**src/rtl/mod_sampler.sv**
```systemverilog
// mod_sampler: two-segment sample index generator.
// Each segment is a loop of CYCLE_n+1 samples, each sample held for
// max(FREQ_DIV_n,1) clocks. A segment switch waits for the end of the
// current loop. A finite repeat count stops the loop on its last sample.
//
// Handshake: IDX_VALID is a one-cycle strobe. It is high in exactly the
// cycles where IDX or SEGMENT holds a value different from the previous
// cycle. There is no back-pressure: a consumer that is not ready simply
// misses that strobe.
//
// When UPDATE_SETTINGS coincides with a divider tick, the tick (index
// advance or wrap) is taken with the settings that were latched before
// it. The state decision on that edge comes from the update itself.
module mod_sampler #(
   parameter int CYCLE_W = 15
) (
   input  logic               CLK,
   input  logic               RESETN,
   input  logic               UPDATE_SETTINGS,
   input  logic               REQ_RD_SEGMENT,
   input  logic [CYCLE_W-1:0] CYCLE_0,
   input  logic [CYCLE_W-1:0] CYCLE_1,
   input  logic [31:0]        FREQ_DIV_0,
   input  logic [31:0]        FREQ_DIV_1,
   input  logic [31:0]        REP,
   output logic [CYCLE_W-1:0] IDX,
   output logic               SEGMENT,
   output logic               IDX_VALID,
   output logic               STOP,
   output logic [1:0]         dbg_state
);

   typedef enum logic [1:0] {
      ST_RUN     = 2'd0,
      ST_PENDING = 2'd1,
      ST_FINITE  = 2'd2,
      ST_STOPPED = 2'd3
   } state_t;

   localparam logic [31:0] REP_INF = 32'hFFFF_FFFF;

   state_t             state;
   state_t             state_n;

   // latched settings
   logic [CYCLE_W-1:0] cyc0_q;
   logic [CYCLE_W-1:0] cyc1_q;
   logic [31:0]        div0_q;
   logic [31:0]        div1_q;
   logic [31:0]        rep_q;
   logic               req_seg_q;

   // counters
   logic [31:0]        div_cnt;
   logic [31:0]        loop_cnt;

   // next values
   logic [CYCLE_W-1:0] idx_n;
   logic               seg_n;
   logic [31:0]        div_n;
   logic [31:0]        loop_n;
   logic               stop_n;

   // per-cycle decode
   logic [CYCLE_W-1:0] cyc_act;
   logic [31:0]        div_act;
   logic [31:0]        div_last;
   logic               running;
   logic               tick;
   logic               wrap;
   logic               eol;
   logic               rep_inf_in;
   logic               rep_inf_q;

   assign dbg_state = state;

   // Select the active segment's settings and decode divider tick / end-of-loop.
   always_comb begin
      cyc_act    = SEGMENT ? cyc1_q : cyc0_q;
      div_act    = SEGMENT ? div1_q : div0_q;
      // A divider of 0 behaves as 1, so the last count is 0 in both cases.
      div_last   = (div_act == 32'd0) ? 32'd0 : div_act - 32'd1;
      running    = (state != ST_STOPPED);
      // ">=" rather than "==" so that shrinking the divider mid-sample
      // ends the sample at once instead of letting the count run away.
      tick       = running && (div_cnt >= div_last);
      wrap       = (IDX >= cyc_act);
      eol        = tick && wrap;
      rep_inf_in = (REP == REP_INF);
      rep_inf_q  = (rep_q == REP_INF);
   end

   // Next-state logic: counter stepping first, then the update / end-of-loop decision.
   always_comb begin
      state_n = state;
      idx_n   = IDX;
      seg_n   = SEGMENT;
      div_n   = div_cnt;
      loop_n  = loop_cnt;
      stop_n  = STOP;

      if (running) begin
         if (tick) begin
            div_n = 32'd0;
            idx_n = wrap ? '0 : IDX + CYCLE_W'(1);
         end else begin
            div_n = div_cnt + 32'd1;
         end
      end

      if (UPDATE_SETTINGS) begin
         loop_n = 32'd0;
         if (state == ST_STOPPED) begin
            // Nothing is playing, so a segment change takes effect at once.
            stop_n  = 1'b0;
            idx_n   = '0;
            div_n   = 32'd0;
            seg_n   = REQ_RD_SEGMENT;
            state_n = rep_inf_in ? ST_RUN : ST_FINITE;
         end else if (REQ_RD_SEGMENT != SEGMENT) begin
            state_n = ST_PENDING;
         end else begin
            // Same segment: keep playing from the current index.
            state_n = rep_inf_in ? ST_RUN : ST_FINITE;
         end
      end else if (eol) begin
         case (state)
            ST_PENDING: begin
               seg_n   = req_seg_q;
               idx_n   = '0;
               div_n   = 32'd0;
               loop_n  = 32'd0;
               state_n = rep_inf_q ? ST_RUN : ST_FINITE;
            end
            ST_FINITE: begin
               if (loop_cnt == rep_q) begin
                  // Last loop done: park on the final sample.
                  state_n = ST_STOPPED;
                  stop_n  = 1'b1;
                  idx_n   = cyc_act;
               end else begin
                  loop_n = loop_cnt + 32'd1;
               end
            end
            default: ;
         endcase
      end
   end

   // Register state, counters, outputs and latched settings.
   always_ff @(posedge CLK) begin
      if (!RESETN) begin
         state     <= ST_RUN;
         IDX       <= '0;
         SEGMENT   <= 1'b0;
         STOP      <= 1'b0;
         IDX_VALID <= 1'b0;
         div_cnt   <= 32'd0;
         loop_cnt  <= 32'd0;
         cyc0_q    <= '0;
         cyc1_q    <= '0;
         div0_q    <= 32'd0;
         div1_q    <= 32'd0;
         rep_q     <= REP_INF;
         req_seg_q <= 1'b0;
      end else begin
         state     <= state_n;
         IDX       <= idx_n;
         SEGMENT   <= seg_n;
         STOP      <= stop_n;
         IDX_VALID <= (idx_n != IDX) || (seg_n != SEGMENT);
         div_cnt   <= div_n;
         loop_cnt  <= loop_n;
         if (UPDATE_SETTINGS) begin
            cyc0_q    <= CYCLE_0;
            cyc1_q    <= CYCLE_1;
            div0_q    <= FREQ_DIV_0;
            div1_q    <= FREQ_DIV_1;
            rep_q     <= REP;
            req_seg_q <= REQ_RD_SEGMENT;
         end
      end
   end

endmodule

```
**config.mk**
```make
export PLATFORM = sky130hd
export DESIGN_NAME = mod_sampler
export DESIGN_NICKNAME = d
export VERILOG_FILES = /design/src/rtl/mod_sampler.sv
export SDC_FILE = /design/constraint.sdc
export NUM_CORES = 1
export LEC_CHECK = 0
export CORE_MARGIN = 4
export CORE_UTILIZATION = 40
export CTS_BUF_LIST = sky130_fd_sc_hd__clkbuf_4
export DETAILED_ROUTE_END_ITERATION = 8
export GPL_TIMING_DRIVEN = 0
export HOLD_SLACK_MARGIN = 0.05
export PLACE_DENSITY_LB_ADDON = 0.05
export SKIP_LAST_GASP = 1
export SLEW_MARGIN = 20
export SYNTH_ARGS = -nofsm -noshare
export SYNTH_HDL_FRONTEND = slang
export SYNTH_SLANG_ARGS = --single-unit
```
**constraint.sdc**
```tcl
create_clock -name CLK -period 7.12 [get_ports CLK]
set_input_delay 0.712 -clock CLK [delete_from_list [all_inputs] [get_ports CLK]]
set_output_delay 0.712 -clock CLK [all_outputs]
set_load 0.005 [all_outputs]
```
# == Word-level counts from Yosys, hierarchy flattened ==
# Index checks and enable logic that the tools add are counted.
# W data, S select, Z words.
# op_classes
order_cmp,2
n_bitwise,1
reduce_logical,13
n_addsub,4
n_mux,36
n_eq_ne,13
# ops
cell,count
$mux W32,9
$mux W15,8
$add A32 B1 Y32 const B,2
$eq A32 B32 Y1 const B,2
$pmux W32 S2,1
$eq A32 B32 Y1,1
$ge A32 B32 Y1,1
$logic_not A32 Y1,1
$sub A32 B1 Y32 const B,1
$pmux W15 S2,1
$add A15 B1 Y15 const B,1
$ge A15 B15 Y1,1
$ne A15 B15 Y1,1
$mux W2,7
$mux W1,9
$reduce_bool A2 Y1,4
$reduce_and A3 Y1,2
$eq A2 B2 Y1 const B,2
$ne A2 B2 Y1 const B,2
$pmux W2 S2,1
$reduce_and A4 Y1,1
$ne A3 B3 Y1 const B,1
$reduce_bool A3 Y1,1
$eq A2 B1 Y1 const B,1
6 further kinds,8
# totals
output_inout_bits,20
reg_bits,211
inputBits,130

# == Logic depth before layout (Yosys ltp) ==
# logic_depth
ltp_word,13
depth_mapped,27

# == Worst setup path after synthesis ==
# OpenSTA, ideal clock, no wires.
# synth_timing
path_kind,register -> register
startpoint,register SEGMENT
endpoint,register IDX_VALID
path_buffers,7
stages_incl_launch_ff,25
arrival_time_ps,6066
required_time_ps,6995
setup_slack_ps,929
path_cell_list,dfxtp_1 clkbuf_1 buf_2 buf_2 buf_2 clkbuf_1 clkbuf_1 mux2i_1 ha_1 and3_1 nand2_1 or3_1 nand3_1 ha_1 and4_4 and3_1 a221oi_1 a21oi_1 or3_1 buf_6 a21oi_4 a21boi_1 a2111oi_2 nand4_1 o41a_1
# synth_between
elab_chain_cells,13
# synth_lines
element,line,rtl
"start, declared",27,"output logic SEGMENT,"
"start signal, assigned",169,SEGMENT <= seg_n;
$mux W32,80,div_act = SEGMENT ? div1_q : div0_q;
$sub A32 B1 Y32 or $logic_not A32 Y1 (tied branches),82,div_last = (div_act == 32'd0) ? 32'd0 : div_act - 32'd1;
$mux W32,82,
$ge A32 B32 Y1,86,tick = running && (div_cnt >= div_last);
$logic_and A1 B1 Y1,86,
$mux W15,103,if (tick) begin
$mux W15,102,if (running) begin
$mux W15,136,if (loop_cnt == rep_q) begin
$pmux W15 S2,127,case (state)
$mux W15,126,end else if (eol) begin
$mux W15,111,if (UPDATE_SETTINGS) begin
$ne A15 B15 Y1,171,IDX_VALID <= (idx_n != IDX) || (seg_n != SEGMENT);
$logic_or A1 B1 Y1 (*),171,
"end signal, assigned",171,
"end, declared",28,"output logic IDX_VALID,"
# Every way passes the cells marked *; elsewhere a longest branch is shown, timed or not.
# A chain may end at the register's enable or synchronous reset.

# == Final worst setup path ==
# Ends and elaborated chain as after synthesis.

==> metrics.md <==
| Metric | Value |
|---|---|
| Setup Viol. Count Final | 0 |
| Top Layer Used | met4 |
| Initial core utilization | 40.8% |
| P_sw | 0.830 mW |
| Largest net degree at the start of global routing | 19 |
| Final Hold Fails | 0 |
| Leakage | 5.87 nW |
| WHS | 0.513 ns |
| Routed WL per cell | 18.3 um |
| CTS Buf Count | 59 |
| CTS tree | built |
| Minimum clock period after layout | 6.64 ns |
| Slew Limit Headroom | 40.8% |
| Met3 Wirelength | 1710 um |
| Synth Register Bits | 211 |
| Root buf cell | clkbuf_4 |
| Metal2 WL | 18,000 um |
| Final wirelength | 37,800 um |
| Number of max-cap violations | 0 |
| DR iter-0 viols | 546 |
| Post-synth EDFFs | 0 |
| Top-Level Pins | 150 |
| Final instance area | 14,900 sq um |
| Grt ovf | 0 |
| Critical Path RT | 7.69 ns |
| DIE HEIGHT | 182 um |
| CP max stage delay | 0.47 ns |
| P_int | 1.97 mW |
| Drt drc | 0 |
| Achievable frequency | 151 MHz |
| Critical path, cell by cell | buf_4 -> buf_4 -> buf_6 -> clkbuf_4 -> mux2i_1 -> ha_2 -> and3_1 -> nand2_1 -> nor2_1 -> xnor2_1 -> mux2i_1 -> nand2_1 -> ha_1 -> and3_1 -> and3_1 -> a221oi_1 -> a21oi_1 -> or3_1 -> buf_6 -> a21oi_4 -> a21boi_0 -> a2111oi_2 -> nand4_1 -> o41a_1 |
| CTS clk-pin slew, worst paths | 0.06 ns |
| Status | finished clean |
| Worst-margin pin slew | 0.888 ns |
| Sequential Power Share | 45.3% |
| Clock latency on the worst-skew pair | 0.72 ns |
| Dominant synthesized flop cell | dfxtp_1 |
| Clk buf depth | 3 |
| Unrepaired setup endpoints after global routing | yes |
| Final Net Count | 1,811 |
| Post-Synthesis Cells | 1,418 |
| Vias/cell | 5.31 |
| Global placer's final weighted congestion | 0.905 |
| Crit path kind | flip-flop to flip-flop |
| Count of pins over their slew limit | 0 |
| Slowest stage cell, crit path | dfxtp_2 |
| Sw Ratio | 29.6% |
| Layout cell share with drive strength beyond 1 | 6.69% |
| Comb power frac | 16.4% |
| First-pass GRT wire length | 58,700 um |
| Pre-CTS setup slack | -0.958 ns |
| Yosys cell types | 64 |
| VDD IR-drop max | 0.120 mV |
| Num rows | 63 |
| CP max FO | 19 |
| Post-layout util | 49.9% |
| M1 wire length | 17,200 um |
| Final Skew | 0.0669 ns |
| Cell mode on critical path | and3_1 |
| Die area | 33,300 sq um |
| HP Class | flip-flop to flip-flop |
| Synthesized net count | 1,603 |
| PwrDens | 188 nW/um^2 |
| Startpoint class of the critical path | flip-flop |
| Core ar. | 29,900 sq um |
| Clk pwr share | 38.2% |
| Post-route ant nets | 0 |
| Die X | 182 um |
| Mapped Area | 12,200 sq um |
| Placed Area | 14,200 sq um |
| Final period utilization | 93.2% |
| TNS Setup | 0 ns |
| Setup ws final | 0.483 ns |
| # port buffers | 149 |
| Syn_area_per_cell | 8.59 sq um |
| Synth async-reset ratio | 0% |
| Critical path arrival | 7.21 ns |
| Yosys warns | 0 |
| # H-tree levels | 2 |
| Setup crit end kind | flip-flop |
| Area delta synth->final | 22.4% |
| CTS Hold Buffers Added | 0 |
| Sequential share of the synthesized area | 34.7% |
| Vias in the first global route | 10,900 |
| Final HPWL DP | 29,000 um |
| Number of clock sinks | 211 |
| Drt first pass iters | 5 |
| GRT Util Overall | 21.9% |
| Initial antenna violation count | 1 |
| DR vias | 11,000 |
[sequential cells by signal, summed over array words and instances, names as in the netlist]
signal / count
STOP: 1
dbg_state: 2
SEGMENT: 1
div1_q: 32
cyc0_q: 15
IDX_VALID: 1
rep_q: 32
div0_q: 32
IDX: 15
loop_cnt: 32
cyc1_q: 15
div_cnt: 32
req_seg_q: 1
[metrics by stage]
step	instances	total power, mW
after floorplan	1418	1.56
after global placement	1957	1.75
after detailed placement	1957	1.76
after CTS	2064	2.84
after global routing	2064	2.96
final	2064	2.80
[cells in the final DEF, fill, tap and decap left out, types with 4 or more instances in the layout]
| cell | n |
|---|---|
| inv_1 | 20 |
| xor2_1 | 52 |
| o211a_1 | 5 |
| nand3_1 | 37 |
| buf_2 | 6 |
| a21oi_1 | 67 |
| ha_1 | 54 |
| nor3_1 | 35 |
| mux2i_1 | 173 |
| o211ai_1 | 4 |
| clkbuf_1 | 46 |
| a31oi_1 | 4 |
| o21ai_0 | 53 |
| nor3b_1 | 7 |
| and3_1 | 28 |
| nor2_1 | 124 |
| and4_1 | 6 |
| a211oi_1 | 5 |
| o31ai_1 | 5 |
| o21a_1 | 7 |
| dfxtp_1 | 210 |
| nor2b_1 | 102 |
| xnor2_1 | 59 |
| and2_1 | 6 |
| nand2_1 | 140 |
| clkdlybuf4s50_1 | 149 |
| clkbuf_4 | 81 |
| a22oi_1 | 6 |
| or3_1 | 19 |
| nand4_1 | 46 |
| nand2b_1 | 4 |
| clkinv_1 | 23 |
| nor4_1 | 11 |
| o22ai_1 | 8 |
| buf_1 | 13 |
[layout make-up]
type / count / area [sq um]
sequential: 211 / 4230
multi-input combinational: 1115 / 7610
tap: 390 / 488
buffer: 70 / 297
timing repair buffer: 149 / 1490
inverter: 20 / 75.1
clock inverter: 28 / 124
antenna: 1 / 2.50
fill: 2968 / 15000
clock buffer: 80 / 601
[power by group through the flow]
stage               clock (mW)  sequential [mW]  combinational, mW
floorplan                    0             1.28              0.284
CTS                       1.11             1.27              0.462
finish                    1.07             1.27              0.461
detailed placement           0             1.30              0.459
global route              1.18             1.28              0.509
global placement             0             1.30              0.454
[layer usage]
| layer | up-vias | global-route usage, % |
|---|---|---|
| li1 | 5472 | - |
| met1 | 5137 | 29.0 |
| met2 | 284 | 37.0 |
| met3 | 72 | 3.33 |
| met4 | 0 | 6.63 |
| met5 | - | 0 |
[logic make-up after synthesis]
family                   after synthesis  synth area share [%]
AO/OA/AOI/OAI                        193                  9.77
buffers and inverters                 92                  2.99
AND/OR/NAND/NOR                      580                  24.4
adder cells (fa/ha/maj)               55                  5.65
flip-flops                           211                  34.7
XOR/XNOR                             111                  7.98
multiplexers                         176                  14.5
[Yosys cell counts, types with 35 or more instances]
cell / instances / area (sq um)
ha_1: 55 / 688
xnor2_1: 59 / 517
clkbuf_1: 49 / 184
a21oi_1: 67 / 335
nand2_1: 140 / 526
nor3_1: 35 / 175
nor2_1: 124 / 465
nand4_1: 46 / 288
nor2b_1: 102 / 638
nand3_1: 37 / 185
o21ai_0: 53 / 265
xor2_1: 52 / 455
mux2i_1: 173 / 1730
dfxtp_1: 211 / 4220
[worst max-delay path, delay by kind of cell (launching register included)]
family / cells / cell delay [ns]
AO/OA/AOI/OAI: 6 / 1.90
AND/OR/NAND/NOR: 8 / 1.73
buffers and inverters: 5 / 1.28
adder cells (fa/ha/maj): 2 / 0.58
flip-flops: 1 / 0.47
multiplexers: 2 / 0.46
XOR/XNOR: 1 / 0.08
[path summary, 6_finish.rpt]
kind          startpoint          end  slack [ns]  cells after the start
min reg2reg  div_cnt[22]  div_cnt[22]        0.51                      2
max reg2reg      SEGMENT    IDX_VALID        0.48                     24
max              SEGMENT    IDX_VALID        0.48                     24
min          div_cnt[22]  div_cnt[22]        0.51                      2
[what timing repair did]
action	in CTS	in global routing
gates resized for setup	8	3
setup endpoints to repair	82	51
buffers inserted	0	0
No activity file was read; power rests on OpenSTA's default activity.
